==> config.mk <==
export PLATFORM = sky130hd
export DESIGN_NAME = uart_tx
export DESIGN_NICKNAME = d
export VERILOG_FILES = /design/src/rtl/uart_pkg.sv /design/src/rtl/uart_tx.sv
export SDC_FILE = /design/constraint.sdc
export NUM_CORES = 1
export LEC_CHECK = 0
export BUFFER_PORTS_ARGS = -buffer_cell sky130_fd_sc_hd__buf_2
export CORE_ASPECT_RATIO = 0.6
export CORE_MARGIN = 2
export CORE_UTILIZATION = 59
export DETAILED_ROUTE_END_ITERATION = 6
export HOLD_SLACK_MARGIN = 0.12
export PLACE_DENSITY = 0.83
export RECOVER_POWER = 25
export SLEW_MARGIN = 30
export SYNTH_ARGS = -nofsm -noshare
export SYNTH_HDL_FRONTEND = slang
export SYNTH_SLANG_ARGS = --single-unit
==> constraint.sdc <==
create_clock -name clk -period 4 [get_ports clk]
set_input_delay 0.8 -clock clk [delete_from_list [all_inputs] [get_ports clk]]
set_output_delay 0.8 -clock clk [all_outputs]
set_load 0.01 [all_outputs]
==> src/rtl/uart_pkg.sv <==
// Shared UART types: parity mode selection and transmitter FSM states.
package UART_pkg;

    typedef enum logic [1:0] {
        PARITY_NONE = 2'd0,
        PARITY_EVEN = 2'd1,
        PARITY_ODD  = 2'd2
    } parity_t;

    // Three-bit encoding leaves spare codes; the FSM treats them as illegal.
    typedef enum logic [2:0] {
        TX_IDLE   = 3'd0,
        TX_START  = 3'd1,
        TX_DATA   = 3'd2,
        TX_PARITY = 3'd3,
        TX_STOP   = 3'd4
    } tx_state_t;

endpackage

==> src/rtl/uart_tx.sv <==
// UART transmitter: start bit, LSB-first data, optional parity, stop bits.
// A one-word holding register lets consecutive frames run with no idle gap.
module uart_tx
    import UART_pkg::*;
#(
    parameter int DATA_WIDTH = 8,
    parameter int PARITY     = 1,
    parameter int OVERSAMPLE = 16,
    parameter int STOP_BITS  = 1
) (
    input  logic                  clk,
    input  logic                  rst_n,
    input  logic                  baud_tick,
    input  logic [DATA_WIDTH-1:0] data_in,
    input  logic                  data_valid,
    output logic                  tx_ready,
    output logic                  tx,
    output logic                  busy
);

    localparam int TICK_W = $clog2(OVERSAMPLE * STOP_BITS) + 1;
    localparam int IDX_W  = $clog2(DATA_WIDTH) + 1;

    localparam logic [TICK_W-1:0] BIT_END  = TICK_W'(OVERSAMPLE);
    localparam logic [TICK_W-1:0] STOP_END = TICK_W'(OVERSAMPLE * STOP_BITS);
    localparam logic [TICK_W-1:0] TICK_ONE = TICK_W'(1);
    localparam logic [IDX_W-1:0]  LAST_IDX = IDX_W'(DATA_WIDTH - 1);
    localparam logic [IDX_W-1:0]  IDX_ONE  = IDX_W'(1);
    localparam parity_t           PAR_MODE = parity_t'(PARITY);

    tx_state_t             state_reg, state_next;
    logic [TICK_W-1:0]     tick_cnt_reg, tick_cnt_next;
    logic [IDX_W-1:0]      bit_idx_reg, bit_idx_next;
    logic [DATA_WIDTH-1:0] shift_reg, shift_next;
    logic [DATA_WIDTH-1:0] hold_reg, hold_next;
    logic                  hold_full_reg, hold_full_next;
    logic                  par_reg, par_next;
    logic                  tx_reg, tx_next;
    logic                  load;

    function automatic logic parity_of(input logic [DATA_WIDTH-1:0] d);
        return (PAR_MODE == PARITY_ODD) ? ~^d : ^d;
    endfunction

    always_comb begin
        state_next     = state_reg;
        tick_cnt_next  = tick_cnt_reg;
        bit_idx_next   = bit_idx_reg;
        shift_next     = shift_reg;
        hold_next      = hold_reg;
        hold_full_next = hold_full_reg;
        par_next       = par_reg;
        tx_next        = tx_reg;
        load           = 1'b0;

        case (state_reg)
            TX_IDLE: begin
                if (baud_tick) begin
                    tx_next = 1'b1;
                    load    = hold_full_reg;
                end
            end
            TX_START: begin
                if (baud_tick) begin
                    tick_cnt_next = tick_cnt_reg + TICK_ONE;
                    if (tick_cnt_reg == BIT_END) begin
                        tx_next       = shift_reg[0];
                        bit_idx_next  = '0;
                        tick_cnt_next = TICK_ONE;
                        state_next    = TX_DATA;
                    end
                end
            end
            TX_DATA: begin
                if (baud_tick) begin
                    tick_cnt_next = tick_cnt_reg + TICK_ONE;
                    if (tick_cnt_reg == BIT_END) begin
                        tick_cnt_next = TICK_ONE;
                        if (bit_idx_reg == LAST_IDX) begin
                            bit_idx_next = '0;
                            if (PAR_MODE != PARITY_NONE) begin
                                tx_next    = par_reg;
                                state_next = TX_PARITY;
                            end else begin
                                tx_next    = 1'b1;
                                state_next = TX_STOP;
                            end
                        end else begin
                            // Bit 0 always sits at the bottom of the shifter.
                            shift_next   = shift_reg >> 1;
                            tx_next      = shift_reg[1];
                            bit_idx_next = bit_idx_reg + IDX_ONE;
                        end
                    end
                end
            end
            TX_PARITY: begin
                if (baud_tick) begin
                    tick_cnt_next = tick_cnt_reg + TICK_ONE;
                    if (tick_cnt_reg == BIT_END) begin
                        tick_cnt_next = TICK_ONE;
                        tx_next       = 1'b1;
                        state_next    = TX_STOP;
                    end
                end
            end
            TX_STOP: begin
                if (baud_tick) begin
                    tick_cnt_next = tick_cnt_reg + TICK_ONE;
                    if (tick_cnt_reg == STOP_END) begin
                        if (hold_full_reg) begin
                            load = 1'b1;
                        end else begin
                            tick_cnt_next = '0;
                            tx_next       = 1'b1;
                            state_next    = TX_IDLE;
                        end
                    end
                end
            end
            default: begin
                state_next    = TX_IDLE;
                tick_cnt_next = '0;
                bit_idx_next  = '0;
                tx_next       = 1'b1;
            end
        endcase

        // Holding register moves into the shifter and the start bit begins.
        if (load) begin
            shift_next     = hold_reg;
            par_next       = parity_of(hold_reg);
            hold_full_next = 1'b0;
            tx_next        = 1'b0;
            tick_cnt_next  = TICK_ONE;
            bit_idx_next   = '0;
            state_next     = TX_START;
        end

        // Accept after the transfer so a same-edge accept leaves the register full.
        if (data_valid && !hold_full_reg) begin
            hold_next      = data_in;
            hold_full_next = 1'b1;
        end
    end

    always_ff @(posedge clk or negedge rst_n) begin
        if (!rst_n) begin
            state_reg     <= TX_IDLE;
            tick_cnt_reg  <= '0;
            bit_idx_reg   <= '0;
            shift_reg     <= '0;
            hold_reg      <= '0;
            hold_full_reg <= 1'b0;
            par_reg       <= 1'b0;
            tx_reg        <= 1'b1;
        end else begin
            state_reg     <= state_next;
            tick_cnt_reg  <= tick_cnt_next;
            bit_idx_reg   <= bit_idx_next;
            shift_reg     <= shift_next;
            hold_reg      <= hold_next;
            hold_full_reg <= hold_full_next;
            par_reg       <= par_next;
            tx_reg        <= tx_next;
        end
    end

    assign tx       = tx_reg;
    assign tx_ready = ~hold_full_reg;
    assign busy     = (state_reg != TX_IDLE);

endmodule

==> results.py <==
metrics = {
    "timing": {
        "finalSetupViolations": 0,
        "achievable-frequency_ghz": 0.396,
        "timing.slew.headroom_pct": -5.77,
        "timing_max_transition_violations_final": 32,
        "fin_crit_sh_pct": 63.1,
        "grt_setup_unrepaired": "no",
        "pin_slew_with_the_least_headroom_to_its_limit_ns": 1.59,
        "number_of_hold_slack_violations_in_the_final_timing_report": 0,
        "fin_setup_tns_ns": 0,
        "worst_clock_skew_ns": 0.00590,
        "period_minus_ws_final_ns": 2.52,
    },
    "grt": {
        "overall_global_routing_usage_pct": 22.5,
        "antenna_found_initial": 0,
        "globalRoute.totalOverflow": 0,
        "grt_start_max_net_pins": 32,
        "grt_pass1_vias": 1170,
        "grt_first_pass_wirelength_mm": 5.43,
    },
    "clock_network": {
        "tritoncts": "done",
        "cts_root_buffer": "sky130_fd_sc_hd__clkbuf_8",
        "tritoncts.num_buffers": 5,
        "cts_setup_buffers": 0,
        "clock_sink_count": 31,
        "post_cts_resize_count": 0,
        "htree_num_levels": 2,
        "worst_skew_pair.late_latency_ns": 0.28,
        "clk_pin_slew_ns": 0.07,
        "postCtsHoldBufs": 0,
        "clk_path_buf_depth": 2,
    },
    "worst_hold_path": {
        "min_delay_worst_endpoint": "shift_reg[4]",
        "hold_depth": 1,
        "worst_hold_startpoint": "shift_reg[4]",
        "hold_path.class": "register to register",
    },
    "synthesis": {
        "post_synth_num_cell_types": 43,
        "synth_simple_gate_area_share_pct": 12.8,
        "synth-seq-cells": 31,
        "ys.flop_type": "sky130_fd_sc_hd__dfrtp_1",
        "muxShareOfSynthArea_pct": 18.2,
        "post_synth_instance_area_sq_mm": 0.00174,
        "synth_top_cell_by_area": "sky130_fd_sc_hd__dfrtp_1",
        "synth_async_sr_flop_share_pct": 100,
        "synth_nets": 176,
        "synth_compound_gate_area_share_pct": 11.5,
        "largest_family_of_logic_cells_by_synthesized_area": "multiplexers",
        "synthesis.area_per_instance_sq_um": 10.8,
        "post_synth_fa_ha_maj_area_fraction_pct": 2.16,
        "synth_edf_count": 0,
        "synth_xor_area_share_pct": 5.55,
        "synth_top_area_share_pct": 43.2,
        "postSynthCellCount": 161,
        "synth_area_leaders": "sky130_fd_sc_hd__dfrtp_1 43%, sky130_fd_sc_hd__mux2_2 14%, sky130_fd_sc_hd__xnor2_1 4.0%",
        "synth_seq_area_share_pct": 44.7,
        "synthesis.yosys.warnings": 0,
    },
    "die": {
        "die-width_um": 74.0,
        "die_h_um": 46.0,
        "die_area_sq_mm": 0.00341,
        "core_area_sq_mm": 0.00283,
        "top_level_ports": 15,
        "placementRows": 15,
        "initial_core_utilization_pct": 61.3,
    },
    "place": {
        "place.port_buffers": 14,
        "globalplace.congestion": 0.937,
        "hpwlAfterDp_mm": 2.50,
    },
    "worst_setup_path": {
        "crit_slowest_cell": "sky130_fd_sc_hd__a211o_1",
        "max_stage_delay_ns": 0.65,
        "data_arrival_time_at_the_worst_slack_endpoint_ns": 2.70,
        "setup.worst_path.end_class": "register",
        "required_ns": 4.17,
        "critical_path.max_fanout": 16,
        "worstSetupPathType": "register to register",
        "worstReg2RegStart": "tick_cnt_reg[0]",
        "timing.reg2reg.worst_path_depth": 6,
        "r2r_setup_slack_ns": 1.48,
        "startpoint_type": "register",
        "path_common_cell": "sky130_fd_sc_hd__mux2_4",
        "r2r-end": "shift_reg[6]",
        "worstPathCellList": "inv_1 > ha_1 > nand4bb_1 > a211o_1 > mux2_4 > mux2_4",
    },
    "routing": {
        "avgViaCountPerCell": 5.81,
        "detail_route.wirelength_mm": 3.50,
        "detail_route.iter0.violations": 98,
        "firstDrtPassIters": 4,
        "vias": 1254,
        "drt_drc_violations_left": 0,
        "avgRoutedWirePerCell_um": 16.2,
        "drt.antenna.violating_nets": 0,
    },
    "power_and_ir_drop": {
        "power.sequential.fraction_pct": 40.8,
        "p_switching_uw": 478,
        "cellPowerDensity_mw_per_mm2": 710,
        "fin_total_pwr_uw": 1340,
        "power.static_leakage_uw": 0.000855,
        "p_clk_share_pct": 17.7,
        "intPower_uw": 864,
        "power_switching_share_pct": 35.7,
        "power.ir.vdd_worst_uv": 397,
        "combPwrFrac_pct": 41.4,
    },
    "final_layout": {
        "filler_cell_count": 224,
        "layout-drive-gt1-share_pct": 28.7,
        "nets": 188,
        "diodes": 0,
        "syn2layout_area_growth_pct": 8.79,
    },
    "outcome": {
        "failed_checks": "capacitance limit, slew limit",
        "run_status": "finished, violations left",
    },
    "job": {
        "cap_viol_max_count": 1,
    },
}
==> logic make-up (layout without fill, tap and decap cells) <==
logic type      Yosys count  in the layout
flops                    31             31
simple gates             40             40
xor+xnor                 11             11
mux                      28             28
fa+ha+maj                 3              3
buf+inv                  18             31
compound gates           30             30
==> power by group through the flow <==
stage	combinational (uW)	sequential (uW)	clock, uW
detailed placement	554	549	0
global route	608	562	258
CTS	557	544	245
finish	556	548	238
floorplan	481	505	0
global placement	520	535	0
==> critical path: cells and delay by family (launching register included) <==
kind | cells | cell delay [ns]
fa+ha+maj | 1 | 0.18
simple gates | 1 | 0.39
flops | 1 | 0.43
mux | 2 | 0.63
buf+inv | 1 | 0.12
compound gates | 1 | 0.65
==> cells in the final DEF (no fill, tap or decap), drive strengths merged, types with 2 or more instances in the layout <==
master  synthesis  routed
o22ai           2       2
or3             4       4
mux2i           5       5
buf             3      13
xnor2           8       8
ha              3       3
nor3            2       2
nand2           6       6
a31oi           3       3
clkbuf          6       7
o31a            2       2
or3b            3       3
xor2            3       3
dfrtp          30      30
nand3           5       5
and3            3       3
mux2           23      23
inv             9       9
a21o            2       2
nand2b          2       2
o211ai          2       2
a21oi           5       5
o21ai           8       8
nor2            9       9
==> Yosys cell counts, types with 2 or more instances <==
master,number
sky130_fd_sc_hd__nor3_1,2
sky130_fd_sc_hd__o21ai_0,8
sky130_fd_sc_hd__or3b_1,2
sky130_fd_sc_hd__nor2_1,9
sky130_fd_sc_hd__nand3_1,5
sky130_fd_sc_hd__ha_1,3
sky130_fd_sc_hd__mux2_2,21
sky130_fd_sc_hd__mux2_4,2
sky130_fd_sc_hd__clkbuf_1,6
sky130_fd_sc_hd__a31oi_1,3
sky130_fd_sc_hd__nand2b_1,2
sky130_fd_sc_hd__xnor2_1,8
sky130_fd_sc_hd__and3_1,3
sky130_fd_sc_hd__xor2_1,3
sky130_fd_sc_hd__nand2_1,6
sky130_fd_sc_hd__dfrtp_1,30
sky130_fd_sc_hd__or3_1,4
sky130_fd_sc_hd__mux2i_1,5
sky130_fd_sc_hd__inv_1,9
sky130_fd_sc_hd__o211ai_1,2
sky130_fd_sc_hd__a21oi_1,5
sky130_fd_sc_hd__o22ai_1,2
==> routing by layer <==
layer / global-route usage [%] / vias up / part of all wire [%]
li1: - / 590 / -
met1: 28.2 / 612 / 46
met2: 36.3 / 43 / 47
met3: 7.52 / 9 / 5.9
met4: 9.45 / 0 / 1.6
met5: 0 / - / 0
==> cell type report <==
type                    count  area (sq um)  area share (%)
clock inverters             2          12.5           0.662
flip-flops and latches     31           777            41.1
inverters                   9          33.8            1.79
multi-input cells         112           872            46.2
well taps                  42          52.6            2.78
clock buffers               6          72.6            3.84
repair buffers             14          68.8            3.64
==> how the worst max path moves through the flow <==
stage,from,endpoint,depth (start not counted)
final,tick_cnt_reg[0],shift_reg[6],6
after global routing,tick_cnt_reg[0],shift_reg[4],6
after CTS,tick_cnt_reg[0],shift_reg[6],6
after detailed placement,tick_cnt_reg[0],shift_reg[6],6
after global placement,baud_tick,shift_reg[3],5
after floorplan,baud_tick,shift_reg[6],7
==> per-stage QoR <==
step / setup slack, ns / hold slack, ns / instances / cell area, sq um / util, %
floorplan: 1.72 / 0.448 / 161 / 1740 / -
global placement: 1.67 / 0.466 / 208 / 1810 / 63.7
detailed placement: 1.51 / 0.491 / 208 / 1810 / 63.7
CTS: 1.49 / 0.509 / 216 / 1890 / 66.7
global route: 1.35 / 0.537 / 216 / 1890 / 66.7
finish: 1.48 / 0.512 / 216 / 1890 / 66.7
No activity file was read; power rests on OpenSTA's default activity.
